### src/rtl/riscv_pkg.sv
// Shared constants for the multi-cycle RISC-V sequencer: RV32I major opcodes,
// FSM state encoding, trap-cause codes and the reset value of the IR.
package riscv_pkg;

  // RV32I major opcodes (instr[6:0])
  localparam logic [6:0] OPC_LUI      = 7'b0110111;
  localparam logic [6:0] OPC_AUIPC    = 7'b0010111;
  localparam logic [6:0] OPC_JAL      = 7'b1101111;
  localparam logic [6:0] OPC_JALR     = 7'b1100111;
  localparam logic [6:0] OPC_BRANCH   = 7'b1100011;
  localparam logic [6:0] OPC_LOAD     = 7'b0000011;
  localparam logic [6:0] OPC_STORE    = 7'b0100011;
  localparam logic [6:0] OPC_OP_IMM   = 7'b0010011;
  localparam logic [6:0] OPC_OP       = 7'b0110011;
  localparam logic [6:0] OPC_MISC_MEM = 7'b0001111;

  // Sequencer FSM state encoding
  localparam logic [2:0] ST_FETCH  = 3'd0;
  localparam logic [2:0] ST_DECODE = 3'd1;
  localparam logic [2:0] ST_EXEC   = 3'd2;
  localparam logic [2:0] ST_MEM    = 3'd3;
  localparam logic [2:0] ST_WB     = 3'd4;
  localparam logic [2:0] ST_TRAP   = 3'd5;

  // Trap causes
  localparam logic [1:0] CAUSE_NONE    = 2'b00;
  localparam logic [1:0] CAUSE_ILLEGAL = 2'b01;
  localparam logic [1:0] CAUSE_BUSERR  = 2'b10;

  // ADDI x0, x0, 0 -- the canonical NOP held in the IR out of reset
  localparam logic [31:0] NOP_INSTR = 32'h0000_0013;

endpackage

### src/rtl/riscv_opclass.sv
// Combinational opcode classifier: sorts an instruction word into the
// classes the sequencer needs to pick its path through EXEC/MEM/WB.
module riscv_opclass
  import riscv_pkg::*;
(
  input  logic [31:0] instr,
  output logic        is_load,
  output logic        is_store,
  output logic        is_branch,
  output logic        is_fence,
  output logic        is_illegal
);

  logic [6:0] opcode;
  logic       unused_hi;

  assign opcode    = instr[6:0];
  assign unused_hi = ^instr[31:7];

  // Decode the major opcode; anything outside the RV32I base set is illegal
  always_comb begin
    is_load    = 1'b0;
    is_store   = 1'b0;
    is_branch  = 1'b0;
    is_fence   = 1'b0;
    is_illegal = 1'b0;
    case (opcode)
      OPC_LOAD:     is_load   = 1'b1;
      OPC_STORE:    is_store  = 1'b1;
      OPC_BRANCH:   is_branch = 1'b1;
      OPC_MISC_MEM: is_fence  = 1'b1;
      OPC_LUI, OPC_AUIPC, OPC_JAL, OPC_JALR, OPC_OP_IMM, OPC_OP: ;
      default:      is_illegal = 1'b1;
    endcase
    if (instr[1:0] != 2'b11) begin
      is_illegal = 1'b1;
    end
  end

endmodule

### src/rtl/riscv_mc_sequencer.sv
// Multi-cycle RV32I control sequencer: FETCH -> DECODE -> EXEC -> [MEM] -> [WB],
// with bounded memory handshakes, illegal/bus-error traps and a retire counter.
module riscv_mc_sequencer
  import riscv_pkg::*;
#(
  parameter int              XLEN     = 32,
  parameter logic [XLEN-1:0] RESET_PC = 32'h0000_0000,
  parameter logic [XLEN-1:0] TRAP_VEC = 32'h0000_0100,
  parameter int              MAX_WAIT = 15,
  parameter int              CNT_W    = 32
) (
  input  logic             adc_sck,
  input  logic             reset,
  input  logic             halt,
  output logic             imem_req,
  output logic [XLEN-1:0]  imem_addr,
  input  logic             imem_ready,
  input  logic [31:0]      imem_rdata,
  output logic [31:0]      instr,
  output logic [XLEN-1:0]  pc,
  input  logic [XLEN-1:0]  next_pc,
  output logic             dmem_req,
  output logic             dmem_we,
  input  logic             dmem_ready,
  output logic             rf_we,
  output logic             pc_we,
  output logic             trap,
  output logic [1:0]       trap_cause,
  output logic [CNT_W-1:0] instret,
  output logic [2:0]       state
);

  localparam int WAIT_W = (MAX_WAIT < 1) ? 1 : $clog2(MAX_WAIT + 1);
  localparam logic [WAIT_W-1:0] WAIT_LAST = WAIT_W'(MAX_WAIT);

  logic [2:0]        state_q, state_d;
  logic [XLEN-1:0]   pc_q, pc_d;
  logic [31:0]       instr_q, instr_d;
  logic [CNT_W-1:0]  instret_q, instret_d;
  logic [WAIT_W-1:0] waitCnt_q, waitCnt_d;
  logic              fetchIssued_q, fetchIssued_d;
  logic [1:0]        cause_q, cause_d;

  logic imemReq, dmemReq, dmemWe, rfWe, pcWe, trapPulse;
  logic isLoad, isStore, isBranch, isFence, isIllegal;

  riscv_opclass u_opclass (
    .instr      (instr_q),
    .is_load    (isLoad),
    .is_store   (isStore),
    .is_branch  (isBranch),
    .is_fence   (isFence),
    .is_illegal (isIllegal)
  );

  // Next-state, handshake and strobe logic; a state change always restarts the wait count.
  // fetchIssued keeps an outstanding fetch alive if halt rises while waiting for imem_ready.
  // A STORE retires in MEM by updating pc silently so pc_we never overlaps dmem_req.
  always_comb begin
    state_d       = state_q;
    pc_d          = pc_q;
    instr_d       = instr_q;
    instret_d     = instret_q;
    waitCnt_d     = waitCnt_q;
    fetchIssued_d = fetchIssued_q;
    cause_d       = cause_q;
    imemReq       = 1'b0;
    dmemReq       = 1'b0;
    dmemWe        = 1'b0;
    rfWe          = 1'b0;
    pcWe          = 1'b0;
    trapPulse     = 1'b0;
    case (state_q)
      ST_FETCH: begin
        imemReq = ~halt | fetchIssued_q;
        if (imemReq) begin
          if (imem_ready) begin
            instr_d = imem_rdata;
            state_d = ST_DECODE;
          end else if (waitCnt_q == WAIT_LAST) begin
            cause_d = CAUSE_BUSERR;
            state_d = ST_TRAP;
          end else begin
            waitCnt_d     = waitCnt_q + WAIT_W'(1);
            fetchIssued_d = 1'b1;
          end
        end
      end
      ST_DECODE: begin
        if (isIllegal) begin
          cause_d = CAUSE_ILLEGAL;
          state_d = ST_TRAP;
        end else begin
          state_d = ST_EXEC;
        end
      end
      ST_EXEC: begin
        if (isLoad || isStore) begin
          state_d = ST_MEM;
        end else if (isBranch || isFence) begin
          pcWe      = 1'b1;
          pc_d      = next_pc;
          instret_d = instret_q + CNT_W'(1);
          state_d   = ST_FETCH;
        end else begin
          state_d = ST_WB;
        end
      end
      ST_MEM: begin
        dmemReq = 1'b1;
        dmemWe  = isStore;
        if (dmem_ready) begin
          if (isStore) begin
            pc_d      = next_pc;
            instret_d = instret_q + CNT_W'(1);
            state_d   = ST_FETCH;
          end else begin
            state_d = ST_WB;
          end
        end else if (waitCnt_q == WAIT_LAST) begin
          cause_d = CAUSE_BUSERR;
          state_d = ST_TRAP;
        end else begin
          waitCnt_d = waitCnt_q + WAIT_W'(1);
        end
      end
      ST_WB: begin
        rfWe      = 1'b1;
        pcWe      = 1'b1;
        pc_d      = next_pc;
        instret_d = instret_q + CNT_W'(1);
        state_d   = ST_FETCH;
      end
      ST_TRAP: begin
        trapPulse = 1'b1;
        pc_d      = TRAP_VEC;
        state_d   = ST_FETCH;
      end
      default: begin
        state_d = ST_FETCH;
      end
    endcase
    if (state_d != state_q) begin
      waitCnt_d     = '0;
      fetchIssued_d = 1'b0;
    end
  end

  // Architectural and control registers with synchronous reset
  always_ff @(posedge adc_sck) begin
    if (reset) begin
      state_q       <= ST_FETCH;
      pc_q          <= RESET_PC;
      instr_q       <= NOP_INSTR;
      instret_q     <= '0;
      waitCnt_q     <= '0;
      fetchIssued_q <= 1'b0;
      cause_q       <= CAUSE_NONE;
    end else begin
      state_q       <= state_d;
      pc_q          <= pc_d;
      instr_q       <= instr_d;
      instret_q     <= instret_d;
      waitCnt_q     <= waitCnt_d;
      fetchIssued_q <= fetchIssued_d;
      cause_q       <= cause_d;
    end
  end

  // Requests and strobes are forced low for as long as reset is held
  assign imem_req   = imemReq   & ~reset;
  assign dmem_req   = dmemReq   & ~reset;
  assign dmem_we    = dmemWe    & ~reset;
  assign rf_we      = rfWe      & ~reset;
  assign pc_we      = pcWe      & ~reset;
  assign trap       = trapPulse & ~reset;
  assign trap_cause = trap ? cause_q : CAUSE_NONE;
  assign imem_addr  = pc_q;
  assign pc         = pc_q;
  assign instr      = instr_q;
  assign instret    = instret_q;
  assign state      = state_q;

endmodule
### config.mk
export PLATFORM = sky130hd
export DESIGN_NAME = riscv_mc_sequencer
export DESIGN_NICKNAME = d
export VERILOG_FILES = /design/src/rtl/riscv_pkg.sv /design/src/rtl/riscv_opclass.sv /design/src/rtl/riscv_mc_sequencer.sv
export SDC_FILE = /design/constraint.sdc
export NUM_CORES = 1
export LEC_CHECK = 0
export ABC_AREA = 0
export BUFFER_PORTS_ARGS = -buffer_cell sky130_fd_sc_hd__buf_4
export CAP_MARGIN = 20
export CORE_ASPECT_RATIO = 0.6
export CORE_MARGIN = 2
export CORE_UTILIZATION = 30
export CTS_CLUSTER_DIAMETER = 50
export DETAILED_ROUTE_END_ITERATION = 12
export PLACE_DENSITY = 0.62
export SYNTH_ARGS = -nofsm -noshare
export SYNTH_HDL_FRONTEND = slang
export SYNTH_SLANG_ARGS = --single-unit
### constraint.sdc
create_clock -name adc_sck -period 3.1 [get_ports adc_sck]
set_clock_uncertainty 0.2 [all_clocks]
set_input_delay 0.62 -clock adc_sck [delete_from_list [all_inputs] [get_ports adc_sck]]
set_output_delay 0.62 -clock adc_sck [all_outputs]
set_load 0.03 [all_outputs]
==> flow_metrics.env, run 1 <==
export IMPL_firstDrtPassIters=4
export IMPL_synth_flop_cell="dfxtp_1"
export IMPL_fmax_mhz=361.5
export IMPL_clkSlewWorstSetupHoldPaths_ps=80
export IMPL_grt_setup_unrepaired="no"
export IMPL_grt_max_degree=52
export IMPL_antenna_found_initial=0
export IMPL_worstPathRequired_ps=2280
export IMPL_coreArea_um2=15550
export IMPL_grt_util_all_layers_pct=14.91
export IMPL_via_count=4595
export IMPL_whs_path_depth=2
export IMPL_worstPathMaxFanout=14
export IMPL_avgRoutedWirePerCell_um=13.93
export IMPL_start_kind="register"
export IMPL_layout_drive_gt1_share_pct=32.35
export IMPL_seq_area_frac_synth_pct=43.97
export IMPL_synthesis_nets=647
export IMPL_floorplan_rows=35
export IMPL_end_kind="output port"
export IMPL_start_util_pct=31.04
export IMPL_htreeDepth=3
export IMPL_ys_warn_count=0
export IMPL_regArea_um2=2122
export IMPL_ioPinCount=208
export IMPL_power_leakage_nw=2.968
export IMPL_syn_avg_cell_area_um2=8.378
export IMPL_routed_via_density=4.847
export IMPL_async_flop_share_pct=0
export IMPL_antenna_left=0
export IMPL_status="finished, final reports clean"
export IMPL_place_congestion=0.8463
export IMPL_netlist_area_um2=4826
export IMPL_layout_nets=811
export IMPL_cts_buffers=9
export IMPL_io_buffers=207
export IMPL_clock_path_buffers=2
export IMPL_p_total_mw=3.441
export IMPL_fill_cells=1549
export IMPL_drv_cap=0
export IMPL_reg2reg_depth=6
export IMPL_setup_viol=0
export IMPL_ctsHoldBuffers=0
export IMPL_die_w_um=167.7
export IMPL_wl_mm=13.21
export IMPL_cts_setup_buffers=0
export IMPL_hold_viol_final=0
export IMPL_post_route_period_util_pct=89.23
export IMPL_multi_input_area_um2=2311
export IMPL_cts_sinks=106
export IMPL_period_minus_slack_ps=2766
export IMPL_grt_pass1_wl_mm=20.67
export IMPL_cp_data_arrival_time_ps=1950
export IMPL_n_antenna_cell=0
export IMPL_maxSlewHeadroom_pct=56.28
export IMPL_die_area_um2=17150
export IMPL_drt_iter0_drc=307
export IMPL_cts_tree="yes"
export IMPL_drc=0
export IMPL_clk_insertion_delay_late_ps=350
export IMPL_finalSetupTns_ps=0
export IMPL_power_density_nw_per_um2=515.1
export IMPL_cts_root_buf="clkbuf_16"
export IMPL_netlist_cell_type_count=50
export IMPL_syn_to_final_growth_pct=38.42
export IMPL_tightest_slew_ps=639.2
export IMPL_cts_resized=0
export IMPL_synth_edf_count=0
export IMPL_grt_ovfl_total=0
export IMPL_whs_ps=258.0
export IMPL_place_hpwl_mm=9.750
export IMPL_postSynthCellCount=576
export IMPL_first_global_vias=4032
export IMPL_hold_path_class="reg -> reg"
export IMPL_ys_seq_elements=106
export IMPL_slew_viol_final=0
export IMPL_worst_setup_path_type="reg -> out"
export IMPL_die_y_um=102.2
export IMPL_ir_worst_vdd_uv=251.5
logic make-up (layout without fill, tap and decap cells):
logic type	count (synthesis)	in the layout	share of synthesized area, %
adders and majority gates	2	2	0.5185
buffers and inverters	73	242	8.426
muxes	31	31	6.430
and+or+nand+nor	242	242	25.07
xor gates and xnor gates	4	4	0.7259
AOI/OAI and AO/OA	118	118	14.86
DFF	106	106	43.97
Yosys cell counts (3+ instances only):
master / instances / area share (%)
xor2_1: 4 / 0.73
nand4_1: 9 / 1.2
inv_1: 7 / 0.54
mux2i_1: 31 / 6.4
nor2b_1: 7 / 0.91
nand3b_1: 4 / 0.62
a21oi_1: 63 / 6.5
nor3_1: 7 / 0.73
buf_4: 32 / 5.0
o21ai_1: 19 / 2.0
nor4_1: 4 / 0.52
nand2b_1: 5 / 0.65
o21ai_0: 3 / 0.31
nand4bb_1: 3 / 0.70
buf_2: 10 / 1.0
o31ai_1: 11 / 1.7
and2_1: 3 / 0.39
dfxtp_1: 106 / 44
and3_1: 6 / 0.78
nand2_1: 84 / 6.5
or4_1: 11 / 1.7
nor2_1: 48 / 3.7
nand3_1: 20 / 2.1
a22oi_1: 3 / 0.47
clkbuf_1: 24 / 1.9
or3_1: 22 / 2.9
power by group:
group	switching [mW]	internal [mW]
Clock	0.563	0.588
Combinational	0.473	0.312
Sequential	0.0686	1.44
stage by stage:
| step | util, % | std cells | setup WS [ps] | area (um^2) |
|---|---|---|---|---|
| finish | 42.97 | 948 | 334.0 | 6680 |
| CTS | 42.97 | 948 | 301.9 | 6680 |
| floorplan | - | 576 | 275.4 | 4832 |
| global placement | 41.05 | 932 | 467.1 | 6382 |
| detailed placement | 41.05 | 932 | 426.1 | 6382 |
| global route | 42.97 | 948 | 177.7 | 6680 |
flip-flops by register name, summed over array words and instances (netlist names):
signal         count
imem_addr         32
instr             32
instret           32
waitCnt_q          4
state              3
cause_q            2
fetchIssued_q      1
final cells by class:
class,count,area share (%)
clock buffers,10,3.577
multi-input cells,397,34.59
well taps,203,3.802
inverters,7,0.3933
repair buffers,219,24.99
clock inverters,6,0.8803
flip-flops and latches,106,31.77
layout by cell type, fill, tap and decap left out, types with 2 or more instances in the layout:
cell,instances
a21oi_1,63
inv_1,7
a311oi_1,2
nor3_1,7
buf_12,2
a211oi_1,2
nand4bb_1,3
and3_1,6
and2_1,3
nor2b_1,7
or4_1,11
buf_4,217
o31ai_1,11
and4_1,2
nand2b_1,5
nand3b_1,4
nor2_1,48
clkbuf_16,9
o21ai_1,19
o21ba_1,2
nand2_1,84
xor2_1,4
a31oi_1,2
inv_6,3
nand3_1,20
nor4_1,4
nand4_1,9
or3_1,22
dfxtp_1,106
o21ai_0,3
a22oi_1,3
ha_1,2
mux2i_1,31
path summary, 6_finish.rpt:
check	startpoint	to	slack, ps
setup / recovery	state[0]	trap_cause[0]	330
setup reg to reg	state[0]	instret[13]	440
hold / removal	instr[11]	instr[11]	260
hold reg to reg	instr[11]	instr[11]	260
per-layer routing:
metal	vias up	part of all wire (%)	global-route usage [%]	wire [um]
met4	0	0.80	3.612	106
met5	-	0	0	0
met3	11	8.8	5.538	1156
met1	2065	50	21.34	6544
li1	2347	-	-	-
met2	172	41	21.01	5400
critical path: stages (launching register included):
cell and delay (ps):
dfxtp_1 620, nor2b_1 230, nand2_1 180, nor2_1 230, and2_1 170, buf_4 160
(Power assumes the default switching activity.)
==> run 2: changes to the inputs <==
--- a/config.mk
+++ b/config.mk
@@ -6,7 +6,7 @@
 export NUM_CORES = 1
 export LEC_CHECK = 0
 export ABC_AREA = 0
-export BUFFER_PORTS_ARGS = -buffer_cell sky130_fd_sc_hd__buf_4
+export BUFFER_PORTS_ARGS = -buffer_cell sky130_fd_sc_hd__buf_2
 export CAP_MARGIN = 20
 export CORE_ASPECT_RATIO = 0.6
 export CORE_MARGIN = 2
==> flow_metrics.env, run 2 (same netlist as run 1, synthesis figures left out) <==
export IMPL_status="finished, final reports clean"
export IMPL_avgRoutedWirePerCell_um=13.57
export IMPL_p_int_mw=2.323
export IMPL_slew_viol_final=0
export IMPL_first_global_vias=4029
export IMPL_cts_buffers=9
export IMPL_floorplan_rows=35
export IMPL_drv_cap=0
export IMPL_cts_root_buf="clkbuf_16"
export IMPL_io_buffers=207
export IMPL_routed_via_density=4.827
export IMPL_grt_util_all_layers_pct=14.69
export IMPL_wl_mm=12.88
export IMPL_p_seq_share_pct=43.7
export IMPL_dp_worst_setup_slack_ps=470.7
export IMPL_tightest_slew_ps=619.7
export IMPL_fmax_mhz=358.8
export IMPL_antenna_found_initial=0
export IMPL_period_minus_slack_ps=2787
export IMPL_clk_insertion_delay_late_ps=350
export IMPL_r2r_start="state[0]"
export IMPL_utilization_pct=39.84
export IMPL_power_leakage_nw=2.922
export IMPL_start_util_pct=31.04
export IMPL_layout_nets=812
export IMPL_grt_max_degree=48
export IMPL_place_hpwl_mm=9.324
export IMPL_maxSlewHeadroom_pct=57.62
export IMPL_grt_setup_unrepaired="no"
export IMPL_coreArea_um2=15550
export IMPL_end_kind="output port"
export IMPL_grt_pass1_wl_mm=20.49
export IMPL_die_w_um=167.7
export IMPL_cts_resized=0
export IMPL_power_density_nw_per_um2=554.2
export IMPL_cts_setup_buffers=0
export IMPL_crit_start="state[0]"
export IMPL_layout_drive_gt1_share_pct=32.44
export IMPL_ioPinCount=208
export IMPL_grt_ovfl_total=0
export IMPL_final_common_cell="buf_2"
export IMPL_n_antenna_cell=0
export IMPL_via_count=4581
export IMPL_combPwrFrac_pct=20.6
export IMPL_ctsHoldBuffers=0
export IMPL_post_route_period_util_pct=89.89
export IMPL_min_from="instr[23]"
export IMPL_final_cell_mix="207 x buf_2, 106 x dfxtp_1, 84 x nand2_1"
export IMPL_finalSetupTns_ps=0
export IMPL_place_congestion=0.8517
export IMPL_antenna_left=0
export IMPL_worstPathMaxFanout=14
export IMPL_layout_setup_ws_ps=313.3
export IMPL_power_switching_mw=1.109
export IMPL_start_kind="register"
export IMPL_ir_worst_vdd_uv=293.3
export IMPL_clockPowerShare_pct=35.7
export IMPL_firstDrtPassIters=5
export IMPL_cp_data_arrival_time_ps=1970
export IMPL_worst_setup_path_type="reg -> out"
export IMPL_cts_tree="yes"
export IMPL_htreeDepth=3
export IMPL_drt_iter0_drc=205
export IMPL_syn_to_final_growth_pct=28.34
export IMPL_cts_sinks=106
export IMPL_die_y_um=102.2
export IMPL_hold_path_class="reg -> reg"
export IMPL_clock_path_buffers=2
export IMPL_clkSlewWorstSetupHoldPaths_ps=80
export IMPL_p_sw_share_pct=32.31
export IMPL_hold_viol_final=0
export IMPL_worstPathRequired_ps=2280
export IMPL_setup_viol=0
export IMPL_drc=0
export IMPL_die_area_um2=17150
==> run 2: cell count changes in the layout (fill, tap and decap cells not counted), sizes merged <==
cell      previous run  this run
buf                219       220
bufinv               0         1
inv                 11        10
clkinvlp             0         1
clkbuf              10         9
==> run 2: cell type report <==
type	instances	area, um^2
fill	1592	9353
clock buffer	9	225.2
sequential	106	2122
multi-input combinational	397	2311
clock inverter	7	96.34
timing repair buffer	220	1159
inverter	7	26.28
tap	203	254.0
==> run 2: metal layers <==
metal / GRT usage, % / vias to the layer above / wire [um]
li1: - / 2345 / -
met1: 21.27 / 2065 / 6732
met2: 20.95 / 162 / 5104
met3: 4.841 / 9 / 946
met4: 3.411 / 0 / 93
met5: 0 / - / 0
==> run 2: power groups by stage <==
stage	logic, mW	clock network, mW	registers (mW)
6_report	0.707	1.23	1.50
5_1_grt	0.769	1.32	1.51
4_1_cts	0.712	1.27	1.50
3_5_place_dp	0.711	0	1.53
3_3_place_gp	0.709	0	1.53
2_1_floorplan	0.403	0	1.65
==> run 2: path summary, 6_finish.rpt <==
kind	endpoint	cells after the start	slack, ps
worst max-delay path	trap_cause[1]	5	310
worst min-delay path	instr[23]	2	250
worst max register to register	instret[16]	7	490
worst min register to register	instr[23]	2	250
==> run 2: per-stage QoR <==
step | std cells | power (mW) | hold WS, ps | instance area [um^2]
2_1_floorplan | 576 | 2.052 | 237.4 | 4832
3_3_place_gp | 933 | 2.241 | 238.3 | 5872
3_5_place_dp | 933 | 2.241 | 246.2 | 5872
4_1_cts | 949 | 3.479 | 257.3 | 6193
5_1_grt | 949 | 3.603 | 275.1 | 6193
6_report | 949 | 3.432 | 254.2 | 6193
==> run 2: critical path, cell delays in order (launching register included) <==
cell and delay, ps:
dfxtp_1 600, nor2b_1 220, nand2_1 170, nor2_1 260
and2_1 170, buf_2 190
